## src/rtl/delay_tap_scheduler.sv

```systemverilog
// Per-frame arbiter for the shared single-port delay-line RAM.
// Each frame reads every enabled tap, then writes the new sample and steps wr_ptr.
module delay_tap_scheduler #(
    parameter int ADDR_W = 13,
    parameter int DATA_W = 11,
    parameter int NTAPS = 4,
    parameter logic [NTAPS*ADDR_W-1:0] TAP_OFF = {13'h400, 13'h300, 13'h200, 13'h001},
    parameter int DECIM = 2
) (
    input  logic                                       clk,
    input  logic                                       reset,
    input  logic                                       frame_start,
    input  logic [DATA_W-1:0]                          sample_in,
    input  logic [NTAPS-1:0]                           tap_en,
    input  logic                                       clear_overrun,
    output logic                                       mem_we,
    output logic [ADDR_W-1:0]                          mem_addr,
    output logic [DATA_W-1:0]                          mem_wdata,
    input  logic [DATA_W-1:0]                          mem_rdata,
    output logic                                       tap_valid,
    output logic [(NTAPS > 1 ? $clog2(NTAPS) : 1)-1:0] tap_idx,
    output logic [DATA_W-1:0]                          tap_data,
    output logic                                       busy,
    output logic                                       frame_done,
    output logic                                       overrun,
    output logic [ADDR_W-1:0]                          wr_ptr
);

    localparam int IDX_W = NTAPS > 1 ? $clog2(NTAPS) : 1;
    localparam int DCNT_W = DECIM > 1 ? $clog2(DECIM) : 1;

    typedef enum logic [1:0] {StIdle, StRead, StWrite, StDone} stateT;

    stateT              state;
    stateT              nextState;
    logic [IDX_W-1:0]   curIdx;
    logic [NTAPS-1:0]   enLatched;
    logic [DATA_W-1:0]  sampleLatched;
    logic [DCNT_W-1:0]  dcnt;
    logic [ADDR_W-1:0]  wrPtr;
    logic               overrunQ;
    logic               tapValidQ;
    logic [IDX_W-1:0]   tapIdxQ;

    logic               firstFound;
    logic [IDX_W-1:0]   firstIdx;
    logic               nextFound;
    logic [IDX_W-1:0]   nextIdx;
    logic               startAccept;
    logic [ADDR_W-1:0]  curOff;

    // Lowest enabled tap of the incoming mask, and next enabled tap above curIdx.
    always_comb begin
        firstFound = 1'b0;
        firstIdx   = '0;
        nextFound  = 1'b0;
        nextIdx    = '0;
        for (int i = NTAPS - 1; i >= 0; i--) begin
            if (tap_en[i]) begin
                firstFound = 1'b1;
                firstIdx   = IDX_W'(i);
            end
            if (enLatched[i] && (i > int'(curIdx))) begin
                nextFound = 1'b1;
                nextIdx   = IDX_W'(i);
            end
        end
    end

    assign startAccept = frame_start && ((state == StIdle) || (state == StDone));
    assign curOff      = TAP_OFF[int'(curIdx) * ADDR_W +: ADDR_W];

    always_ff @(posedge clk or posedge reset) begin
        if (reset) begin
            state <= StIdle;
        end else begin
            state <= nextState;
        end
    end

    always_comb begin
        nextState = state;
        unique case (state)
            StIdle, StDone: begin
                if (frame_start) begin
                    nextState = firstFound ? StRead : StWrite;
                end else begin
                    nextState = StIdle;
                end
            end
            StRead:  nextState = nextFound ? StRead : StWrite;
            StWrite: nextState = StDone;
            default: nextState = StIdle;
        endcase
    end

    always_comb begin
        mem_we     = 1'b0;
        mem_addr   = wrPtr;
        mem_wdata  = '0;
        busy       = 1'b0;
        frame_done = 1'b0;
        unique case (state)
            StRead: begin
                mem_addr = wrPtr - curOff;
                busy     = 1'b1;
            end
            StWrite: begin
                mem_we    = 1'b1;
                mem_wdata = sampleLatched;
                busy      = 1'b1;
            end
            StDone:  frame_done = 1'b1;
            default: ;
        endcase
    end

    always_ff @(posedge clk or posedge reset) begin
        if (reset) begin
            curIdx        <= '0;
            enLatched     <= '0;
            sampleLatched <= '0;
            dcnt          <= '0;
            wrPtr         <= '0;
            overrunQ      <= 1'b0;
            tapValidQ     <= 1'b0;
            tapIdxQ       <= '0;
        end else begin
            if (startAccept) begin
                sampleLatched <= sample_in;
                enLatched     <= tap_en;
                curIdx        <= firstIdx;
            end else if ((state == StRead) && nextFound) begin
                curIdx <= nextIdx;
            end

            // RAM returns read data one cycle after the READ address.
            tapValidQ <= (state == StRead);
            if (state == StRead) begin
                tapIdxQ <= curIdx;
            end

            if (state == StWrite) begin
                if (dcnt == DCNT_W'(DECIM - 1)) begin
                    dcnt  <= '0;
                    wrPtr <= wrPtr + ADDR_W'(1);
                end else begin
                    dcnt <= dcnt + DCNT_W'(1);
                end
            end

            // A late frame_start outranks a simultaneous clear.
            if (frame_start && busy) begin
                overrunQ <= 1'b1;
            end else if (clear_overrun) begin
                overrunQ <= 1'b0;
            end
        end
    end

    assign tap_valid = tapValidQ;
    assign tap_idx   = tapIdxQ;
    assign tap_data  = tapValidQ ? mem_rdata : '0;
    assign overrun   = overrunQ;
    assign wr_ptr    = wrPtr;

endmodule

```

## config.mk

```make
export PLATFORM = sky130hd
export DESIGN_NAME = delay_tap_scheduler
export DESIGN_NICKNAME = d
export VERILOG_FILES = /design/src/rtl/delay_tap_scheduler.sv
export SDC_FILE = /design/constraint.sdc
export NUM_CORES = 1
export LEC_CHECK = 0
export BUFFER_PORTS_ARGS = -buffer_cell sky130_fd_sc_hd__buf_2
export CAP_MARGIN = 20
export CORE_MARGIN = 1.5
export CORE_UTILIZATION = 44
export CTS_CLUSTER_DIAMETER = 40
export DETAILED_ROUTE_END_ITERATION = 16
export PLACE_DENSITY_LB_ADDON = 0.12
export REMOVE_ABC_BUFFERS = 1
export SYNTH_ARGS = -nofsm -noshare
export SYNTH_HDL_FRONTEND = slang
export SYNTH_SLANG_ARGS = --single-unit
```

## constraint.sdc

```tcl
create_clock -name clk -period 1.85 [get_ports clk]
set_input_delay 0.185 -clock clk [delete_from_list [all_inputs] [get_ports clk]]
set_output_delay 0.185 -clock clk [all_outputs]
set_load 0.01 [all_outputs]
```

==> results by stage <==
Run status:
- The run finished, with violations left.
- The checks that failed: negative setup slack.

Power:
- The maximum vdd drop is 0.0009578 V.
- The power per cell area is 1575 nW/µm².
- The static leakage is 1.696 nW.
- The post-layout total power is 5.155 mW.

CTS:
- CTS built an H-tree with a depth of 2.
- The CTS tree is yes.
- No sink is reached through more buffers than the 2 on the longest clock path.
- Clock-pin slew was measured on the worst setup and hold paths at 0.08 ns.
- The number of sinks driven by the clock tree is 36.
- The cell chosen for the clock root is sky130_fd_sc_hd__clkbuf_8.
- The number of clock buffers added by TritonCTS is 5.
- At the later pin of the worst-skew pair, clock insertion delay measures 0.29 ns.

Floorplan:
- The core region is 4723 µm².
- The vertical die dimension is 72.92 µm.
- During I/O placement, the number of pins put on the boundary was 85.
- The effective utilization at floorplan is 45.54%.
- The floorplan has 25 rows.
- The floorplan step defined a die boundary enclosing 5317 µm².
- The die is 72.92 µm wide.

Logic synthesis:
- Counting flops with an async set or reset pin after synthesis yields a share of 100.0%.
- The number of warning messages in the yosys log is 0.
- The count of cell types in the netlist is 41.
- The portion of netlist area occupied by mux cells is 8.901%.
- The synthesized netlist occupies a cell area of 2151 µm².
- Synthesis inferred 36 register bits.
- The most frequently used flop master after synthesis is sky130_fd_sc_hd__dfrtp_1.
- In this run, synthesis inferred 0 flip-flops with an integrated enable.
- Averaged over all synthesized cells, the footprint is 10.00 µm².
- After synthesis, the largest family of logic cells by area is simple AND/OR/NAND/NOR gates.
- The post-synthesis compound-gate area fraction is 8.377%.
- The share of the yosys chip area belonging to registers is 41.88%.
- Of the total synthesized cell area, the portion taken by full adders, half adders and majority gates is 6.981%.
- Summing the areas of all and, or, nand and nor instances in the mapped netlist gives 19.43% of the synthesized area.
- Summing the areas of all xor and xnor instances in the mapped netlist gives 8.959% of the synthesized area.
- The post-synthesis instance total is 215.

Finish:
- The net count of the finished layout is 375.
- The top cell types in the final layout, fill and taps aside, are 83 x sky130_fd_sc_hd__buf_2, 36 x sky130_fd_sc_hd__dfrtp_1, 33 x sky130_fd_sc_hd__buf_4, 23 x sky130_fd_sc_hd__and2_1, 16 x sky130_fd_sc_hd__mux2_2.
- The layout filler cell count is 377.
- The repair_antennas step left the layout with diodes totalling 0.
- The final design instance area without fill is 3273 µm².
- The commonest non-fill, non-tap cell in the layout is sky130_fd_sc_hd__buf_2.
- Compared with the post-synthesis result, the final layout area differs by 52.18%.
- Once layout is complete, the cells apart from fillers number 401.
- In the final layout, the share of cells above drive strength 1 is 54.49%.

Setup path:
- The critical path's largest stage delay is 0.39 ns.
- The worst setup path is captured at an output port.
- The worst register-to-register path ends at curIdx[1]$_DFFE_PP0P_.
- The critical path class is reg2out.
- Traced cell by cell, the critical path runs through inv_2 > ha_4 > ha_4 > buf_6 > ha_4 > nand2b_4 > buf_6 > nor3_4 > xnor2_1 > mux2_4 > buf_6.
- STA puts the critical path data required time at 1.66 ns.
- The logic depth of the worst path, buffers included is 11.
- The cell family contributing the most delay on the critical path is buffers and inverters.
- The setup check on the worst reg-to-reg path leaves a slack of 0.14 ns.
- STA classifies the critical path startpoint as a register.
- The arrival time at the worst endpoint is 2.04 ns.
- The highest-delay cell along the critical path is sky130_fd_sc_hd__dfrtp_1.
- The launch point of the worst reg-to-reg path is curIdx[0]$_DFFE_PP0P_.
- In this run the worst path has a maximum fanout of 2.
- Counting both buffers and inverters, the worst setup path holds a total of 4.
- The depth of the most critical reg-to-reg path is 9.

Global routing:
- The largest net degree at the start of global routing is 37.
- The total global routing track utilization is 20.39%.
- The via count of the first global-routing pass is 1827.
- The total global routing overflow is 0.
- The initial antenna violation count was 0.
- The first global-routing pass estimated 8204 µm of wire.

Worst hold path:
- The cell depth of the worst hold path is 2.
- The worst hold path terminates at curIdx[0]$_DFFE_PP0P_.
- The worst hold path begins at tap_en[0].
- The class of the tightest hold or removal check is in2reg.

Placement:
- After detailed placement, the design holds a cell count of 386.
- The number of port buffers is 84.
- The placed wire-length estimate is 3764 µm.
- The post-placement cell area is 2854 µm².
- The routability congestion estimate is 0.8262.

Routing:
- For this run, the detailed router's first-pass iteration total came to 4.
- The mean routed wirelength per cell is 13.15 µm.
- The post-detailed-routing wire length is 5274 µm.
- The remaining antenna violation count is 0.
- The via density per instance is 4.865.
- The total via count after detailed routing is 1951.
- For this block, the initial DRC count from the detailed router was 71.
- For this run, design rule violations remaining after detail routing come to 0.

Timing:
- Headroom to the max-slew limit came out at 69.48%.
- Setup repair after global routing could not meet its margin everywhere.
- On the final layout, the worst clock skew is 0.01046 ns.
- The part of the cycle the worst path needs is 120.2%.
- The number of endpoints failing setup at the final stage is 11.
- For the pin with the worst max-slew slack, the measured transition is 0.4578 ns.
- The final-report hold violation count is 0.
- The shortest period the worst path allows is 2.224 ns.
- The number of pins with negative max-slew slack in the final report was 0.
- The timing-limited maximum frequency is 0.4497 GHz.
- Once routing completed, OpenROAD measured the worst setup slack at -0.3735 ns.

Run:
- Across the run, the number of max-cap violations was 0.
==> power by group <==
part           switching (mW)  total (mW)  internal [mW]
Sequential              0.168        1.24           1.07
Clock                   0.296       0.695          0.399
Combinational            1.54        3.22           1.68
Total                    2.00        5.15           3.15
==> worst reg2reg max path, stage by stage, from the launching register on <==
cell                       delay, ns
sky130_fd_sc_hd__dfrtp_1        0.37
sky130_fd_sc_hd__inv_2          0.06
sky130_fd_sc_hd__buf_4          0.14
sky130_fd_sc_hd__ha_4           0.15
sky130_fd_sc_hd__buf_4          0.12
sky130_fd_sc_hd__buf_4          0.12
sky130_fd_sc_hd__nor3b_2        0.27
sky130_fd_sc_hd__o21a_1         0.17
sky130_fd_sc_hd__o221ai_1       0.12
sky130_fd_sc_hd__o41ai_1        0.08
==> per-layer routing <==
layer	up-vias	global-route usage (%)	wire (µm)
li1	965	-	-
met1	904	24.19	2212
met2	74	35.17	2627
met3	8	4.834	339
met4	0	8.805	95
met5	-	0	0
==> registers in the layout, indices dropped and copies added, names as in the netlist <==
name and flops:
curIdx 2, dcnt 1, enLatched 3, overrun 1
sampleLatched 11, state 2, tap_idx 2, tap_valid 1
wr_ptr 13
==> cell usage after synthesis, drive strengths merged (2+ instances only) <==
cell type | number | area share [%]
dfrtp | 36 | 42
and2 | 23 | 6.7
inv | 17 | 3.0
mux2 | 17 | 8.9
xnor2 | 13 | 5.3
ha | 12 | 7.0
nand3 | 11 | 2.6
clkbuf | 9 | 1.6
xor2 | 9 | 3.7
nand2 | 8 | 1.4
nor2 | 8 | 1.4
a21oi | 6 | 1.4
o21ai | 6 | 1.4
nor3 | 5 | 1.7
nand4 | 4 | 1.2
buf | 3 | 0.93
nor4 | 3 | 0.87
a21o | 2 | 0.70
and3 | 2 | 0.58
nand2b | 2 | 0.58
nor2b | 2 | 0.58
or2 | 2 | 0.58
==> layout make-up <==
type	instances	area (µm²)	share of cell area, %
inverters	17	63.81	1.950
repair buffers	123	749.5	22.90
clock inverters	3	42.54	1.300
clock buffers	5	68.82	2.102
well taps	67	83.83	2.561
multi-input cells	150	1364	41.67
flip-flops and latches	36	900.9	27.52
==> worst max path at each step <==
| stage | slack, ns | start | to |
|---|---|---|---|
| floorplan | -0.24 | curIdx[0]$_DFFE_PP0P_ | mem_addr[11] |
| global placement | -0.28 | curIdx[0]$_DFFE_PP0P_ | mem_addr[11] |
| detailed placement | -0.33 | curIdx[0]$_DFFE_PP0P_ | mem_addr[11] |
| CTS | -0.39 | curIdx[0]$_DFFE_PP0P_ | mem_addr[10] |
| global route | -0.45 | curIdx[1]$_DFFE_PP0P_ | mem_addr[8] |
| finish | -0.37 | curIdx[0]$_DFFE_PP0P_ | mem_addr[8] |
==> cell families after synthesis <==
family,count (synthesis)
AOI/OAI and AO/OA,26
adders and majority gates,12
and+or+nand+nor,73
buffers and inverters,29
xor gates and xnor gates,22
muxes,17
DFF,36
==> through the flow <==
| step | TNS (ns) | util, % | hold slack [ns] | setup slack [ns] |
|---|---|---|---|---|
| after floorplan | -0.5912 | - | 0.2816 | -0.2399 |
| after CTS | -2.687 | 68.64 | 0.1070 | -0.3864 |
| after global routing | -3.836 | 69.30 | 0.1114 | -0.4521 |
| after detailed placement | -1.169 | 60.42 | 0.3223 | -0.3255 |
| final | -2.958 | 69.30 | 0.1135 | -0.3735 |
| after global placement | -0.9851 | 60.42 | 0.3161 | -0.2809 |
==> timing repair <==
item	CTS	global route
cloned	0	0
endpoints found under the hold margin	8	0
setup buffers	6	2
pin swaps	16	7
hold buffers	1	0
setup endpoints to repair	12	17
gates resized for setup	46	4
Note: power is estimated with default switching activity, not from simulation.
